$ cat src/rtl/cp0_pkg.sv
// cp0_pkg: shared definitions for the coprocessor-0 slice.
//   - CP0 register numbers used by mtc0/mfc0
//   - ExcCode values delivered by the pipeline's exception detection
//   - exception handler entry address
//   - bit positions of the SR and Cause fields
//   - word_align(): clears the two low address bits
package cp0_pkg;

    localparam logic [4:0] CP0_SR    = 5'd12;
    localparam logic [4:0] CP0_CAUSE = 5'd13;
    localparam logic [4:0] CP0_EPC   = 5'd14;
    localparam logic [4:0] CP0_PRID  = 5'd15;

    localparam logic [4:0] EXC_INT     = 5'd0;
    localparam logic [4:0] EXC_ADEL    = 5'd4;
    localparam logic [4:0] EXC_ADES    = 5'd5;
    localparam logic [4:0] EXC_SYSCALL = 5'd8;
    localparam logic [4:0] EXC_RI      = 5'd10;
    localparam logic [4:0] EXC_OV      = 5'd12;

    localparam logic [31:0] HANDLER_ADDR = 32'h0000_4180;

    localparam int IM_LSB  = 10;
    localparam int IM_MSB  = 15;
    localparam int IP_LSB  = 10;
    localparam int IP_MSB  = 15;
    localparam int EXL_BIT = 1;
    localparam int IE_BIT  = 0;
    localparam int BD_BIT  = 31;
    localparam int EXC_LSB = 2;
    localparam int EXC_MSB = 6;

    function automatic logic [31:0] word_align(input logic [31:0] addr);
        return addr & ~32'h0000_0003;
    endfunction

endpackage

$ cat src/rtl/cp0_req_arb.sv
// cp0_req_arb: combinational exception/interrupt arbitration.
// Ports:
//   hwint_i     hardware interrupt lines
//   im_i        SR.IM interrupt mask
//   ie_i        SR.IE global interrupt enable
//   exl_i       SR.EXL; while set, every request is masked
//   exc_code_i  accumulated M-stage exception code (0 = none)
//   int_req_o   an enabled interrupt is pending
//   exc_req_o   a synchronous exception is pending
//   req_o       a request is taken this cycle
//   code_o      ExcCode to record; an interrupt wins over an exception
module cp0_req_arb
    import cp0_pkg::*;
(
    input  logic [5:0] hwint_i,
    input  logic [5:0] im_i,
    input  logic       ie_i,
    input  logic       exl_i,
    input  logic [4:0] exc_code_i,
    output logic       int_req_o,
    output logic       exc_req_o,
    output logic       req_o,
    output logic [4:0] code_o
);

    always_comb begin
        int_req_o = ie_i & ~exl_i & (|(hwint_i & im_i));
        exc_req_o = (exc_code_i != 5'd0) & ~exl_i;
        req_o     = int_req_o | exc_req_o;
        code_o    = int_req_o ? EXC_INT : exc_code_i;
    end

endmodule

$ cat src/rtl/cp0.sv
// cp0: coprocessor-0 register file and exception/interrupt controller,
// evaluated at the M-stage commit point.
// Ports:
//   clk, reset  clock and synchronous active-high reset
//   en          mtc0 write enable
//   CP0Add      register number for mfc0/mtc0
//   CP0In       mtc0 write data
//   CP0Out      mfc0 read data (combinational)
//   VPC         PC of the M-stage instruction or bubble
//   BDIn        M-stage instruction sits in a branch delay slot
//   ExcCodeIn   accumulated exception code (0 = none)
//   HWInt       hardware interrupt lines
//   EXLClr      eret at the M stage
//   EPCOut      current EPC, the eret target
//   Req         request taken this cycle (pipeline flushes to the handler)
module cp0
    import cp0_pkg::*;
#(
    parameter logic [31:0] PRID     = 32'h2023_0001,
    parameter logic [31:0] SR_RESET = 32'h0000_0000
)(
    input  logic        clk,
    input  logic        reset,
    input  logic        en,
    input  logic [4:0]  CP0Add,
    input  logic [31:0] CP0In,
    output logic [31:0] CP0Out,
    input  logic [31:0] VPC,
    input  logic        BDIn,
    input  logic [4:0]  ExcCodeIn,
    input  logic [5:0]  HWInt,
    input  logic        EXLClr,
    output logic [31:0] EPCOut,
    output logic        Req
);

    logic [5:0]  im_q, im_d;
    logic        exl_q, exl_d;
    logic        ie_q, ie_d;
    logic        bd_q, bd_d;
    logic [5:0]  ip_q, ip_d;
    logic [4:0]  exc_q, exc_d;
    logic [31:0] epc_q, epc_d;

    logic        int_req, exc_req;
    logic [4:0]  code;

    cp0_req_arb u_arb (
        .hwint_i    (HWInt),
        .im_i       (im_q),
        .ie_i       (ie_q),
        .exl_i      (exl_q),
        .exc_code_i (ExcCodeIn),
        .int_req_o  (int_req),
        .exc_req_o  (exc_req),
        .req_o      (Req),
        .code_o     (code)
    );

    always_comb begin
        im_d  = im_q;
        exl_d = exl_q;
        ie_d  = ie_q;
        bd_d  = bd_q;
        ip_d  = HWInt;
        exc_d = exc_q;
        epc_d = epc_q;
        if (Req) begin
            // The faulting instruction does not commit, so any mtc0 or eret
            // it carries is discarded here.
            exc_d = code;
            bd_d  = BDIn;
            exl_d = 1'b1;
            epc_d = word_align(BDIn ? (VPC - 32'd4) : VPC);
        end else begin
            if (en && (CP0Add == CP0_SR)) begin
                im_d  = CP0In[IM_MSB:IM_LSB];
                exl_d = CP0In[EXL_BIT];
                ie_d  = CP0In[IE_BIT];
            end
            if (en && (CP0Add == CP0_EPC)) begin
                epc_d = word_align(CP0In);
            end
            // eret clears EXL after any same-cycle SR write.
            if (EXLClr) begin
                exl_d = 1'b0;
            end
        end
    end

    always_ff @(posedge clk) begin
        if (reset) begin
            im_q  <= SR_RESET[IM_MSB:IM_LSB];
            exl_q <= SR_RESET[EXL_BIT];
            ie_q  <= SR_RESET[IE_BIT];
            bd_q  <= 1'b0;
            ip_q  <= 6'd0;
            exc_q <= 5'd0;
            epc_q <= 32'd0;
        end else begin
            im_q  <= im_d;
            exl_q <= exl_d;
            ie_q  <= ie_d;
            bd_q  <= bd_d;
            ip_q  <= ip_d;
            exc_q <= exc_d;
            epc_q <= epc_d;
        end
    end

    logic [31:0] sr_word, cause_word;

    always_comb begin
        sr_word                 = 32'd0;
        sr_word[IM_MSB:IM_LSB]  = im_q;
        sr_word[EXL_BIT]        = exl_q;
        sr_word[IE_BIT]         = ie_q;
        cause_word                  = 32'd0;
        cause_word[BD_BIT]          = bd_q;
        cause_word[IP_MSB:IP_LSB]   = ip_q;
        cause_word[EXC_MSB:EXC_LSB] = exc_q;
        case (CP0Add)
            CP0_SR:    CP0Out = sr_word;
            CP0_CAUSE: CP0Out = cause_word;
            CP0_EPC:   CP0Out = epc_q;
            CP0_PRID:  CP0Out = PRID;
            default:   CP0Out = 32'd0;
        endcase
    end

    assign EPCOut = epc_q;

endmodule
$ cat config.mk
export PLATFORM = sky130hd
export DESIGN_NAME = cp0
export DESIGN_NICKNAME = d
export VERILOG_FILES = /design/src/rtl/cp0_pkg.sv /design/src/rtl/cp0_req_arb.sv /design/src/rtl/cp0.sv
export SDC_FILE = /design/constraint.sdc
export NUM_CORES = 1
export LEC_CHECK = 0
export ABC_AREA = 1
export BUFFER_PORTS_ARGS = -buffer_cell sky130_fd_sc_hd__buf_2
export CAP_MARGIN = 30
export CORE_MARGIN = 1
export CORE_UTILIZATION = 48
export DETAILED_ROUTE_END_ITERATION = 10
export PLACE_DENSITY = 0.81
export SLEW_MARGIN = 15
export SYNTH_ARGS = -nofsm -noshare
export SYNTH_HDL_FRONTEND = slang
export SYNTH_HIERARCHICAL = 1
export SYNTH_SLANG_ARGS = --single-unit
$ cat constraint.sdc
create_clock -name clk -period 2.2 [get_ports clk]
set_input_delay 0 -clock clk [delete_from_list [all_inputs] [get_ports clk]]
set_output_delay 0 -clock clk [all_outputs]
set_load 0.05 [all_outputs]
Yosys cells after proc, flatten, opt, wreduce, memory -nomap -nowiden
Index checks and enable logic that the tools add are counted.

Flip-flop bits (word level): 50. Word-level logic and storage cells: 34.

Add/subtract/negate cells: 1. Muxes and demuxes: 8. Reduce and logical (&&, ||, !) cells: 7. Equal/unequal tests: 4. Bitwise logic cells: 7.

Operators with widths (number): $pmux 32 s4 (1); $mux 32 (3); $sub 32x3->32 const B (1); $eq 5x4->1 const B (4); $and 6x6->6 (1); $reduce_or 6->1 (1); $mux 5 (1); $reduce_bool 5->1 (1); $and 1x1->1 (3); $mux 1 (3); $reduce_bool 3->1 (1); $logic_and 1x1->1 (2); $not 1->1 (2); $reduce_and 2->1 (1); $reduce_bool 2->1 (1); $or 1x1->1 (1).

Depth between registers and ports, before layout
Depth in word-level cells: 6. Gate-level depth with buffers: 13. Mapped depth without buffers: 13.

Cells and area by module
Netlist, hierarchy kept.

Modules (own cells, without submodules): cp0 (seq. area each 1001.0 µm², cells each 544, area an instance 3334.4 µm², times used 1); cp0_req_arb (seq. area each 0.0 µm², cells each 32, area an instance 136.4 µm², times used 1).

Worst setup path after synthesis
Ideal clock, no wire load.

Path kind: register to register. Start point: register im_q[5]. End point: register epc_q[8] (netlist: EPCOut[8]). Data required time: 2114 ps. Buffers on the path: 1. Period minus slack after synthesis: 2016 ps. Library setup time: 86 ps. Path slack: 184 ps. Arrival time: 1930 ps. Cell stages (with the launch flop): 11. Path through: dfxtp_1 > nand2_1 > nand2_1 > nor2_2 > nand2_2 > nand2_1 > nand2_1 > inv_2 > clkbuf_1 > o21ai_0 > a221oi_2.

Word-level cells in the longest chain between the ends: 5. Elaborated cells between the ends (all ways): 6. Classes of those cells: mux: 1; bitwise: 3; reduce/logical: 2.

RTL lines: start: declaration (line cp0.sv:37) `logic [5:0] im_q, im_d;`; start signal: assignment (line cp0.sv:93) `im_q <= SR_RESET[IM_MSB:IM_LSB];`; start signal: assignment (line cp0.sv:101) `im_q <= im_d;`; $and 6x6->6 (*) (line cp0_req_arb.sv:27) `int_req_o = ie_i & ~exl_i & (|(hwint_i & im_i));`; $reduce_or 6->1 (*) (line cp0_req_arb.sv:27); $and 1x1->1 (*) (line cp0_req_arb.sv:27); $or 1x1->1 (*) (line cp0_req_arb.sv:29) `req_o = int_req_o | exc_req_o;`; net Req (line cp0.sv:34) `output logic Req`; $mux 32 / $reduce_bool 2->1 (equally long branches); end signal: assignment (line cp0.sv:107) `epc_q <= epc_d;`; end: declaration (line cp0.sv:43) `logic [31:0] epc_q, epc_d;`.

The timed path passes the listed nets; every way through them passes the cells marked *. A chain may end at the register's enable or synchronous reset.

Worst setup path after layout
Start point: input port HWInt[2]. End point: register epc_q[2] (netlist: EPCOut[2]).

Word-level cells in the longest chain between the ends: 5. Elaborated cells between the ends (all ways): 6. Classes of those cells: mux: 1; bitwise: 3; reduce/logical: 2.

RTL lines: start: declaration (line cp0.sv:31) `input logic [5:0] HWInt,`; $and 6x6->6 (*) (line cp0_req_arb.sv:27); $reduce_or 6->1 (*) (line cp0_req_arb.sv:27); $and 1x1->1 (*) (line cp0_req_arb.sv:27); $or 1x1->1 (*) (line cp0_req_arb.sv:29); $mux 32 / $reduce_bool 2->1 (equally long branches).

Mark *: on every way between the ends. The rest lies on a longest branch, timed or not.

==> impl_metrics.yaml <==
outcome:
  outcome: "complete, but fails checks"
  violations: "negative hold slack"
pwr:
  p_sw_uw: 950.6
  ir_worst_vdd_mv: 0.2431
  pwr-share-seq: 0.431
  p_leak_nw: 2.297
  intPower_mw: 1.448
  power_frac_clock: 0.238
  pwr-share-comb: 0.331
  switching_share: 0.3964
  powerDensity_nw_per_um2: 535.4
  power.total_mw: 2.398
synthesis:
  synth_warnings: 6
  syn_area_per_cell_um2: 6.034
  syn-cell-area_um2: 3463
  synthCells: 574
sta:
  setup_ws_ns: 0.2007
  setup-tns-final_ns: 0
  holdWs_ns: -0.001942
  slew_viol_final: 0
  fin_worst_skew_ns: 0.01171
  fmax_ghz: 0.5002
  final_hold_viol_count: 1
  tightestPinTransition_ns: 0.6871
  setup_viol: 0
  slew_headroom: 0.5415
  min_period_ns: 1.999
  grt_setup_unrepaired: "false"
  period_share: 0.9088
clocking:
  cts_tree: "done"
  clockBufferDepth: 2
  cts.clk_slew.worst_paths_ns: 0.11
  cts_root_buffer: "clkbuf_8"
  clock_sinks: 50
  ctsHtreeMaxLevel: 2
  cts_buffers: 5
  cts_resized: 0
  clk_latency_ns: 0.31
final_layout:
  num-nets-final: 812
  final_util: 0.6521
  syn_to_final_growth_pct: 29.34
  fillers: 668
  layout_common_cells: "nand2_1 (156), buf_2 (145), nor2_1 (80)"
  layout-drive-gt1-share: 0.2669
  final_common_cell: "nand2_1"
  final_area_um2: 4479
  num_antenna_cells: 0
  fin_cells: 823
global_routing:
  grt_overflow: 0
  grt_pass1_wl_mm: 17.46
  grt_max_degree: 34
  antenna_found_initial: 0
  grtUsageTotal: 0.2930
  grt_pass1_vias: 3755
die:
  fp.coreArea_um2: 6869
  die_area_um2: 7559
  io_pins: 150
  initial_utilization: 0.5042
  die_x_um: 86.94
  die_h_um: 86.94
  std_cell_rows: 30
min_path:
  holdPathStages: 3
  hp-class: "in -> reg"
  hold_end: "im_q[2]"
  min-delay-start: "CP0In[12]"
critical_path:
  cp-start-kind: "input pin"
  cp.arrival_ns: 2.24
  critPathKind: "in -> reg"
  crit_start: "HWInt[2]"
  r2r-start: "im_q[5]"
  path_max_fanout: 23
  r2r_slack_ns: 0.23
  worst-r2r-cell-count: 11
  end_kind: "flip-flop"
  r2r-end: "EPCOut[2]"
  worst_ep_required_time_ns: 2.44
route:
  drtIter0Drc: 308
  num_vias: 4238
  viasPerCell: 5.149
  ant_nets: 0
  drc_errors: 0
  wl_per_cell_um: 13.61
  finalWirelength_mm: 11.20
  firstDrtPassIters: 5
placement:
  routabilityCongestion: 0.9673
  dp_worst_setup_slack_ns: 0.09919
  dpl-instance-area_um2: 4229
  dp.cells: 799
  dp_hpwl_mm: 8.758
  portBuffers: 145
run:
  cap_violations: 0
critical path, stage by stage:
cell	delay, ns
dlygate4sd3_1	0.55
buf_2	0.13
nand2_1	0.06
nand2_1	0.06
nor2_2	0.14
nand2_2	0.11
nand2_1	0.07
nand2_1	0.19
inv_2	0.26
nand2_8	0.13
inv_4	0.23
o21ai_0	0.13
a21oi_1	0.15
what timing repair did:
| action | CTS | global route |
|---|---|---|
| buffers inserted | 0 | 1 |
| endpoints found under the hold margin | 16 | 0 |
| setup endpoints to repair | 0 | 7 |
| hold buffers | 15 | 0 |
sequential cells by signal, indices dropped and copies added, names as in the netlist:
signal  flops
bd_q        1
EPCOut     30
ie_q        1
exl_q       1
im_q        6
ip_q        6
exc_q       5
worst max path at each step:
stage | to | slack [ns] | depth (start not counted)
6_report | EPCOut[2] | 0.20 | 13
5_1_grt | EPCOut[2] | 0.09 | 13
4_1_cts | im_q[5] | 0.06 | 12
3_5_place_dp | im_q[5] | 0.1 | 10
3_3_place_gp | im_q[3] | 0.22 | 10
2_1_floorplan | EPCOut[8] | 0.21 | 10
power groups by stage:
stage	clock, mW	combinational [mW]	sequential (mW)
after floorplan	0	0.338	1.24
after global placement	0	0.756	1.05
after detailed placement	0	0.768	1.05
after CTS	0.571	0.791	1.03
after global routing	0.621	0.859	1.04
final	0.570	0.795	1.03
cell type report:
type                            instances  area [µm²]  area share
Clock buffer                            5       68.82     0.01536
Clock inverter                          3       23.77    0.005307
Inverter                               79       300.3     0.06704
Multi-Input combinational cell        424        2032      0.4536
Sequential cell                        50        1001      0.2235
Tap cell                               96       120.1     0.02682
Timing Repair Buffer                  166       933.4      0.2084
layer usage:
metal  part of all wire  GRT usage
met5                  0          0
met2               0.48     0.5075
met4              0.015    0.07576
met3              0.075    0.04171
met1               0.43     0.3810
(Power assumes the default switching activity.)
